==> src/rtl/ps2_pkg.sv <==
// Shared types and constants for the PS/2 scan-code receiver.
// Frame state enum, prefix byte values, default timeout and a parity helper.
package ps2_pkg;

  typedef enum logic [1:0] {
    IDLE   = 2'd0,
    DATA   = 2'd1,
    PARITY = 2'd2,
    STOP   = 2'd3
  } frame_state_e;

  localparam logic [7:0]  PS2_PREFIX_EXT      = 8'hE0;
  localparam logic [7:0]  PS2_PREFIX_BRK      = 8'hF0;
  localparam int unsigned PS2_TIMEOUT_DEFAULT = 50000;

  // PS/2 uses odd parity: data plus parity bit must hold an odd count of ones.
  function automatic logic odd_parity_ok(input logic [7:0] data, input logic par);
    return ^{par, data};
  endfunction

endpackage

==> src/rtl/ps2_scancode_rx_if.sv <==
// Event bus from the scan-code receiver to its consumer.
// Handshake: valid is a one-cycle pulse with no ready; outCode/makeBreak/extended
// change only in the cycle valid is high and hold until the next pulse. frame_err
// is an independent one-cycle pulse and never coincides with valid. dbg_state
// mirrors the frame FSM state for observation.
interface ps2_scancode_rx_if;
  import ps2_pkg::*;

  logic         valid;
  logic [7:0]   outCode;
  logic         makeBreak;
  logic         extended;
  logic         frame_err;
  frame_state_e dbg_state;

  modport master (
    output valid, outCode, makeBreak, extended, frame_err, dbg_state
  );

  modport slave (
    input valid, outCode, makeBreak, extended, frame_err, dbg_state
  );

endinterface

==> src/rtl/ps2_frame_rx.sv <==
// PS/2 frame receiver: synchronizers, falling-edge detect, frame FSM and
// inactivity timeout. Emits one-cycle byte_ok_o / byte_err_o pulses.
module ps2_frame_rx
  import ps2_pkg::*;
#(
  parameter int unsigned TIMEOUT_CYCLES = PS2_TIMEOUT_DEFAULT
) (
  input  logic         clk,
  input  logic         rst,
  input  logic         ps2_clk_i,
  input  logic         ps2_dat_i,
  output logic [7:0]   byte_o,
  output logic         byte_ok_o,
  output logic         byte_err_o,
  output frame_state_e state_o
);

  localparam int unsigned TW = $clog2(TIMEOUT_CYCLES + 1);

  logic clk_s1_q, clk_s2_q, clk_prev_q;
  logic dat_s1_q, dat_s2_q, dat_smp_q;
  logic fall_q;

  frame_state_e state_q, state_d;
  logic [2:0]   cnt_q, cnt_d;
  logic [7:0]   shift_q, shift_d;
  logic         par_ok_q, par_ok_d;
  logic [7:0]   byte_q, byte_d;
  logic         byte_ok_q, byte_ok_d;
  logic         byte_err_q, byte_err_d;
  logic [TW-1:0] tmo_q, tmo_d;

  // Two-flop synchronizers (reset to idle-high), registered falling edge with aligned data sample.
  always_ff @(posedge clk or posedge rst) begin
    if (rst) begin
      clk_s1_q   <= 1'b1;
      clk_s2_q   <= 1'b1;
      clk_prev_q <= 1'b1;
      dat_s1_q   <= 1'b1;
      dat_s2_q   <= 1'b1;
      dat_smp_q  <= 1'b1;
      fall_q     <= 1'b0;
    end else begin
      clk_s1_q   <= ps2_clk_i;
      clk_s2_q   <= clk_s1_q;
      clk_prev_q <= clk_s2_q;
      dat_s1_q   <= ps2_dat_i;
      dat_s2_q   <= dat_s1_q;
      dat_smp_q  <= dat_s2_q;
      fall_q     <= clk_prev_q & ~clk_s2_q;
    end
  end

  // Frame FSM state, shift register, result pulses and timeout counter.
  always_ff @(posedge clk or posedge rst) begin
    if (rst) begin
      state_q    <= IDLE;
      cnt_q      <= '0;
      shift_q    <= '0;
      par_ok_q   <= 1'b0;
      byte_q     <= '0;
      byte_ok_q  <= 1'b0;
      byte_err_q <= 1'b0;
      tmo_q      <= '0;
    end else begin
      state_q    <= state_d;
      cnt_q      <= cnt_d;
      shift_q    <= shift_d;
      par_ok_q   <= par_ok_d;
      byte_q     <= byte_d;
      byte_ok_q  <= byte_ok_d;
      byte_err_q <= byte_err_d;
      tmo_q      <= tmo_d;
    end
  end

  // Next-state logic: one bit per synchronized falling edge; timeout wins over a stalled frame.
  always_comb begin
    state_d    = state_q;
    cnt_d      = cnt_q;
    shift_d    = shift_q;
    par_ok_d   = par_ok_q;
    byte_d     = byte_q;
    byte_ok_d  = 1'b0;
    byte_err_d = 1'b0;
    tmo_d      = '0;

    if (state_q != IDLE) begin
      tmo_d = fall_q ? '0 : tmo_q + TW'(1);
    end

    case (state_q)
      IDLE: begin
        if (fall_q && !dat_smp_q) begin
          state_d = DATA;
          cnt_d   = '0;
        end
      end
      DATA: begin
        if (fall_q) begin
          shift_d = {dat_smp_q, shift_q[7:1]};
          cnt_d   = cnt_q + 3'd1;
          if (cnt_q == 3'd7) state_d = PARITY;
        end
      end
      PARITY: begin
        if (fall_q) begin
          par_ok_d = odd_parity_ok(shift_q, dat_smp_q);
          state_d  = STOP;
        end
      end
      STOP: begin
        if (fall_q) begin
          state_d = IDLE;
          if (dat_smp_q && par_ok_q) begin
            byte_ok_d = 1'b1;
            byte_d    = shift_q;
          end else begin
            byte_err_d = 1'b1;
          end
        end
      end
      default: state_d = IDLE;
    endcase

    if ((state_q != IDLE) && !fall_q && (tmo_q == TW'(TIMEOUT_CYCLES - 1))) begin
      state_d    = IDLE;
      byte_ok_d  = 1'b0;
      byte_err_d = 1'b1;
      tmo_d      = '0;
    end
  end

  assign byte_o     = byte_q;
  assign byte_ok_o  = byte_ok_q;
  assign byte_err_o = byte_err_q;
  assign state_o    = state_q;

endmodule

==> src/rtl/ps2_scancode_rx.sv <==
// PS/2 keyboard scan-code receiver top: frame receiver plus prefix decoder
// (E0 = extended, F0 = break) and registered event outputs.
// Optional macro PS2_REPEAT_FILTER_EN suppresses typematic repeat makes.
module ps2_scancode_rx
  import ps2_pkg::*;
#(
  parameter int unsigned TIMEOUT_CYCLES = PS2_TIMEOUT_DEFAULT
) (
  input  logic                  CLOCK_50,
  input  logic                  reset,
  input  logic                  PS2_CLK,
  input  logic                  PS2_DAT,
  ps2_scancode_rx_if.master     evt
);

  logic [7:0]   byte_w;
  logic         byte_ok_w;
  logic         byte_err_w;
  frame_state_e state_w;

  logic       ext_flag_q, ext_flag_d;
  logic       brk_flag_q, brk_flag_d;
  logic       valid_q, valid_d;
  logic       err_q, err_d;
  logic [7:0] code_q, code_d;
  logic       mb_q, mb_d;
  logic       ext_q, ext_d;
  logic       emit;

`ifdef PS2_REPEAT_FILTER_EN
  logic       rep_valid_q, rep_valid_d;
  logic [7:0] rep_code_q, rep_code_d;
  logic       rep_ext_q, rep_ext_d;
`endif

  ps2_frame_rx #(
    .TIMEOUT_CYCLES (TIMEOUT_CYCLES)
  ) u_frame_rx (
    .clk        (CLOCK_50),
    .rst        (reset),
    .ps2_clk_i  (PS2_CLK),
    .ps2_dat_i  (PS2_DAT),
    .byte_o     (byte_w),
    .byte_ok_o  (byte_ok_w),
    .byte_err_o (byte_err_w),
    .state_o    (state_w)
  );

  // Prefix flags and output event registers.
  always_ff @(posedge CLOCK_50 or posedge reset) begin
    if (reset) begin
      ext_flag_q <= 1'b0;
      brk_flag_q <= 1'b0;
      valid_q    <= 1'b0;
      err_q      <= 1'b0;
      code_q     <= 8'h00;
      mb_q       <= 1'b0;
      ext_q      <= 1'b0;
    end else begin
      ext_flag_q <= ext_flag_d;
      brk_flag_q <= brk_flag_d;
      valid_q    <= valid_d;
      err_q      <= err_d;
      code_q     <= code_d;
      mb_q       <= mb_d;
      ext_q      <= ext_d;
    end
  end

`ifdef PS2_REPEAT_FILTER_EN
  // Last make event seen, used to drop typematic repeats.
  always_ff @(posedge CLOCK_50 or posedge reset) begin
    if (reset) begin
      rep_valid_q <= 1'b0;
      rep_code_q  <= 8'h00;
      rep_ext_q   <= 1'b0;
    end else begin
      rep_valid_q <= rep_valid_d;
      rep_code_q  <= rep_code_d;
      rep_ext_q   <= rep_ext_d;
    end
  end
`endif

  // Decode each good byte: prefixes only set flags, any other byte is an event.
  always_comb begin
    ext_flag_d = ext_flag_q;
    brk_flag_d = brk_flag_q;
    valid_d    = 1'b0;
    err_d      = 1'b0;
    code_d     = code_q;
    mb_d       = mb_q;
    ext_d      = ext_q;
    emit       = 1'b0;
`ifdef PS2_REPEAT_FILTER_EN
    rep_valid_d = rep_valid_q;
    rep_code_d  = rep_code_q;
    rep_ext_d   = rep_ext_q;
`endif

    if (byte_err_w) begin
      err_d      = 1'b1;
      ext_flag_d = 1'b0;
      brk_flag_d = 1'b0;
    end else if (byte_ok_w) begin
      if (byte_w == PS2_PREFIX_EXT) begin
        ext_flag_d = 1'b1;
      end else if (byte_w == PS2_PREFIX_BRK) begin
        brk_flag_d = 1'b1;
      end else begin
        ext_flag_d = 1'b0;
        brk_flag_d = 1'b0;
        emit       = 1'b1;
`ifdef PS2_REPEAT_FILTER_EN
        if (!brk_flag_q) begin
          if (rep_valid_q && (rep_code_q == byte_w) && (rep_ext_q == ext_flag_q)) emit = 1'b0;
          rep_valid_d = 1'b1;
          rep_code_d  = byte_w;
          rep_ext_d   = ext_flag_q;
        end else if (rep_valid_q && (rep_code_q == byte_w) && (rep_ext_q == ext_flag_q)) begin
          rep_valid_d = 1'b0;
        end
`endif
        if (emit) begin
          valid_d = 1'b1;
          code_d  = byte_w;
          mb_d    = ~brk_flag_q;
          ext_d   = ext_flag_q;
        end
      end
    end
  end

  assign evt.valid     = valid_q;
  assign evt.frame_err = err_q;
  assign evt.outCode   = code_q;
  assign evt.makeBreak = mb_q;
  assign evt.extended  = ext_q;
  assign evt.dbg_state = state_w;

endmodule

==> src/flat_wrapper.sv <==
// flat-port wrapper written by rule: the top's interface ports become plain ports
module ps2_scancode_rx_flat import ps2_pkg::*;
#(
  parameter int unsigned TIMEOUT_CYCLES = PS2_TIMEOUT_DEFAULT
)
  (CLOCK_50, reset, PS2_CLK, PS2_DAT, evt_valid, evt_outCode, evt_makeBreak, evt_extended, evt_frame_err, evt_dbg_state);
  ps2_scancode_rx_if evt_i ();
  input  logic CLOCK_50;
  input  logic reset;
  input  logic PS2_CLK;
  input  logic PS2_DAT;
  output wire logic [$bits(evt_i.valid)-1:0] evt_valid;
  output wire logic [$bits(evt_i.outCode)-1:0] evt_outCode;
  output wire logic [$bits(evt_i.makeBreak)-1:0] evt_makeBreak;
  output wire logic [$bits(evt_i.extended)-1:0] evt_extended;
  output wire logic [$bits(evt_i.frame_err)-1:0] evt_frame_err;
  output wire logic [$bits(evt_i.dbg_state)-1:0] evt_dbg_state;
  assign evt_valid = evt_i.valid;
  assign evt_outCode = evt_i.outCode;
  assign evt_makeBreak = evt_i.makeBreak;
  assign evt_extended = evt_i.extended;
  assign evt_frame_err = evt_i.frame_err;
  assign evt_dbg_state = evt_i.dbg_state;
  ps2_scancode_rx #(.TIMEOUT_CYCLES(TIMEOUT_CYCLES)) u_core (.CLOCK_50(CLOCK_50), .reset(reset), .PS2_CLK(PS2_CLK), .PS2_DAT(PS2_DAT), .evt(evt_i));
endmodule
==> config.mk <==
export PLATFORM = sky130hd
export DESIGN_NAME = ps2_scancode_rx_flat
export DESIGN_NICKNAME = d
export VERILOG_FILES = /design/src/rtl/ps2_pkg.sv /design/src/rtl/ps2_scancode_rx_if.sv /design/src/rtl/ps2_frame_rx.sv /design/src/rtl/ps2_scancode_rx.sv /design/src/flat_wrapper.sv
export SDC_FILE = /design/constraint.sdc
export NUM_CORES = 1
export LEC_CHECK = 0
export CAP_MARGIN = 25
export CORE_MARGIN = 5
export CORE_UTILIZATION = 60
export CTS_BUF_LIST = sky130_fd_sc_hd__clkbuf_8
export DETAILED_ROUTE_END_ITERATION = 6
export DONT_BUFFER_PORTS = 1
export PLACE_DENSITY = 0.76
export SLEW_MARGIN = 0
export SYNTH_ARGS = -nofsm -noshare
export SYNTH_HDL_FRONTEND = slang
export SYNTH_SLANG_ARGS = --single-unit
==> constraint.sdc <==
create_clock -name CLOCK_50 -period 3.4 [get_ports CLOCK_50]
set_input_delay 0.51 -clock CLOCK_50 [delete_from_list [all_inputs] [get_ports CLOCK_50]]
set_output_delay 0.51 -clock CLOCK_50 [all_outputs]
set_load 0.02 [all_outputs]
==> impl_table.tex <==
\begin{tabular}{lr}
\hline
Metric & Value \\
\hline
\multicolumn{2}{l}{\textbf{GRT}} \\
First-pass GRT wire length & around 8.0 mm \\
Remaining Overflow, GRT & 0 \\
Largest net degree at the start of global routing & 33 \\
Vias in the first global route & 1705 \\
Initial antenna violation count & 0 \\
Total global-route track usage & 17.45\% \\
\multicolumn{2}{l}{\textbf{Cells and area}} \\
Proportion of layout cells with a drive suffix above 1 & 21.63\% \\
Antenna fix cells & 0 \\
Most frequent cells in the layout & 55 x dfrtp\_1, 43 x nand2\_1, 18 x nor2\_1, 16 x mux2\_2, 12 x xnor2\_1 \\
Final nets & 251 \\
Commonest non-fill, non-tap cell in the layout & dfrtp\_1 \\
Post-synthesis to final-layout area growth & 8.365\% \\
\multicolumn{2}{l}{\textbf{Drt}} \\
Residual DRC count & 0 \\
Wirelength, routed & 4.492 mm \\
Number of design-rule violations left by the first detailed-router iteration & between 80 and 90 \\
Number of vias per cell after detailed routing & 5.428 \\
Routed vias & 1612 \\
Number of nets with antenna violations after routing & 0 \\
Wire length per cell & between 15 and 20 um \\
Number of detailed-route iterations in the first pass & 5 \\
\multicolumn{2}{l}{\textbf{Critical path}} \\
Endpoint kind of the worst setup timing path & flop \\
Startpoint-to-endpoint class of the critical path & reg2reg \\
Required time of the worst setup path & 3600 ps \\
Data arrival, critical path & 2170 ps \\
Flop2flop setup slack & 1430 ps \\
Cells traversed along the worst timing path & inv\_1, ha\_1, nor4\_1, nand4\_2, a21oi\_1, o21ai\_0 \\
Critical path launch point type & flop \\
Reg-to-reg endpoint & u\_core.u\_frame\_rx.state\_o[0] \\
FF-to-FF path depth & 6 \\
Critical-path cell with the highest stage delay & dfrtp\_1 \\
Worst R2R Start & u\_core.u\_frame\_rx.state\_o[1] \\
Worst-path fanout max & 7 \\
Longest individual stage delay on the worst path & 500 ps \\
\multicolumn{2}{l}{\textbf{Timing}} \\
Final count of negative-setup-slack endpoints & 0 \\
Final hold vios & 0 \\
Tightest Pin Transition & 598.8 ps \\
Final clock skew & 10.50 ps \\
Share of the clock period used by the worst path after layout & 58.01\% \\
Max-slew violations & 0 \\
Fmax achieved & roughly 510 MHz \\
Crit path time final & a little under 2000 ps \\
Summed negative setup slack over all endpoints & 0 ps \\
Slew HR & 60.02\% \\
RSZ-0062 raised after global routing & no \\
\multicolumn{2}{l}{\textbf{Yosys}} \\
Post-synthesis sequential area ratio & slightly below 60\% \\
Syn\_area\_per\_cell & approximately 12 um2 \\
Count of flip-flops with a built-in enable after synthesis & 0 \\
Primary FF master, synth & dfrtp\_1 \\
Post-Syn Area & 2663 um2 \\
Synth unique cells & 35 \\
Count of warnings emitted by yosys & 0 \\
Register bit total from synthesis & 61 \\
Share of async-settable or async-resettable flops after synthesis & 100.0\% \\
Synth Instances & 230 \\
Post-Synthesis Net Count & between 200 and 250 \\
\multicolumn{2}{l}{\textbf{Power}} \\
Overall power after layout & 1974 uW \\
Leakage power of the design & 0.001373 uW \\
Peak supply drop & 0.5328 mV \\
Power density normalized to cell area & roughly 680 nW/um2 \\
\multicolumn{2}{l}{\textbf{Placed design}} \\
Post-detail-place hpwl & 3.116 mm \\
Weighted congestion reported at the end of routability-driven placement & 0.8222 \\
Count of port buffers added during placement & 0 \\
\multicolumn{2}{l}{\textbf{Clock tree}} \\
CTS Root Buffer Type & clkbuf\_8 \\
Worst-skew pair later-pin latency & approximately 340 ps \\
Total number of H-tree levels & 3 \\
Clk pin slew, worst setup/hold paths & 70 ps \\
Number of post-CTS setup repair buffers & 0 \\
TritonCTS clock tree & done \\
Clock Path Buffers & 2 \\
Sink Count & 61 \\
Hold bufs inserted after CTS & 0 \\
Post-cts sizing count & 0 \\
TritonCTS Buffers & 9 \\
\multicolumn{2}{l}{\textbf{Floorplanning}} \\
Width of the die & around 77 um \\
Row count & 24 \\
Total die area & 5870 um2 \\
I/O pin cnt & 18 \\
Std-Cell Core Area & roughly 4300 um2 \\
Die height & 76.62 um \\
Initial Utilization & about three fifths \\
\multicolumn{2}{l}{\textbf{Flow run}} \\
Number of max-cap violations & 0 \\
\multicolumn{2}{l}{\textbf{Outcome}} \\
Run status & completed \\
\multicolumn{2}{l}{\textbf{Min path}} \\
Classification of the worst-slack hold path & in2async \\
\hline
\end{tabular}
[worst max path at each step]
stage | start | to | slack, ps
finish | u_core.u_frame_rx.state_o[1] | u_core.u_frame_rx.state_o[0] | 1430
global route | u_core.u_frame_rx.state_o[1] | u_core.u_frame_rx.state_o[0] | 1270
CTS | u_core.u_frame_rx.state_o[1] | u_core.u_frame_rx.state_o[0] | 1410
detailed placement | u_core.u_frame_rx.state_o[0] | u_core.u_frame_rx.state_o[1] | 1440
global placement | u_core.u_frame_rx.state_o[0] | u_core.u_frame_rx.state_o[0] | 1500
floorplan | reset | u_core.brk_flag_q | 1390
[logic make-up after synthesis]
family / Yosys count / synth area share, %
flip-flops: 61 / 57.61
AND/OR/NAND/NOR: 95 / 17.76
buffers and inverters: 10 / 2.397
adder cells (fa/ha/maj): 7 / 3.289
multiplexers: 16 / 6.767
XOR/XNOR: 22 / 7.237
AO/OA/AOI/OAI: 19 / 4.934
[registers in the layout, summed over array words and instances, names as in the netlist, 2 cells and up]
signal and cells:
u_core.evt.outCode 8, u_core.u_frame_rx.cnt_q 3, u_core.u_frame_rx.state_o 2, u_core.u_frame_rx.tmo_q 16
u_core.u_frame_rx.byte_o 8, u_core.u_frame_rx.shift_q 8
[Yosys cell counts (2+ instances only)]
cell	instances	share of area, %
dfrtp_1	55	52
nand2_1	43	6.1
nor2_1	18	2.5
mux2_2	16	6.8
xnor2_1	12	3.9
nand3_1	10	1.9
xor2_1	10	3.3
o21ai_0	9	1.7
ha_1	7	3.3
inv_1	7	0.99
dfstp_2	6	5.9
nor2_2	6	1.4
a21oi_1	4	0.75
nor3_1	3	0.56
a21boi_0	2	0.56
nand2b_1	2	0.47
nand4_2	2	0.94
[metal layers]
| layer | up-vias | global-route usage (%) | wire [um] |
|---|---|---|---|
| li1 | 787 | - | - |
| met1 | 786 | 20.26 | 1938 |
| met2 | 30 | 28.68 | 2278 |
| met3 | 9 | 5.556 | 175 |
| met4 | 0 | 9.091 | 99 |
| met5 | - | 0 | 0 |
[worst max-delay path, delay by kind of cell (launching register included)]
kind                       cells  cell delay, ps
adders and majority gates      1             270
and+or+nand+nor                2             580
buffers and inverters          1             130
AOI/OAI and AO/OA              2             360
DFF                            1             500
[power breakdown]
part / total, uW / switching, uW / leakage (uW) / internal (uW)
logic: 421 / 238 / 0.000460 / 183
clock network: 599 / 270 / 0.000101 / 329
registers: 954 / 122 / 0.000812 / 832
total: 1970 / 630 / 0.00137 / 1340
[per-stage QoR]
stage	area (um2)	hold slack (ps)	instances	setup WS (ps)	util, %
floorplan	2663	345.2	230	1387	-
global placement	2701	346.6	281	1500	62.47
detailed placement	2701	346.8	281	1437	62.47
CTS	2885	125.9	297	1412	66.72
global route	2885	133.8	297	1266	66.72
finish	2885	116.7	297	1428	66.72
[cell type report]
type,count,area [um2]
well taps,52,65.06
fillers,352,1439
repair buffers,1,7.507
multi-input cells,159,1065
clock inverters,7,60.06
inverters,8,30.03
clock buffers,9,123.9
flip-flops and latches,61,1534
(Power assumes the default switching activity.)
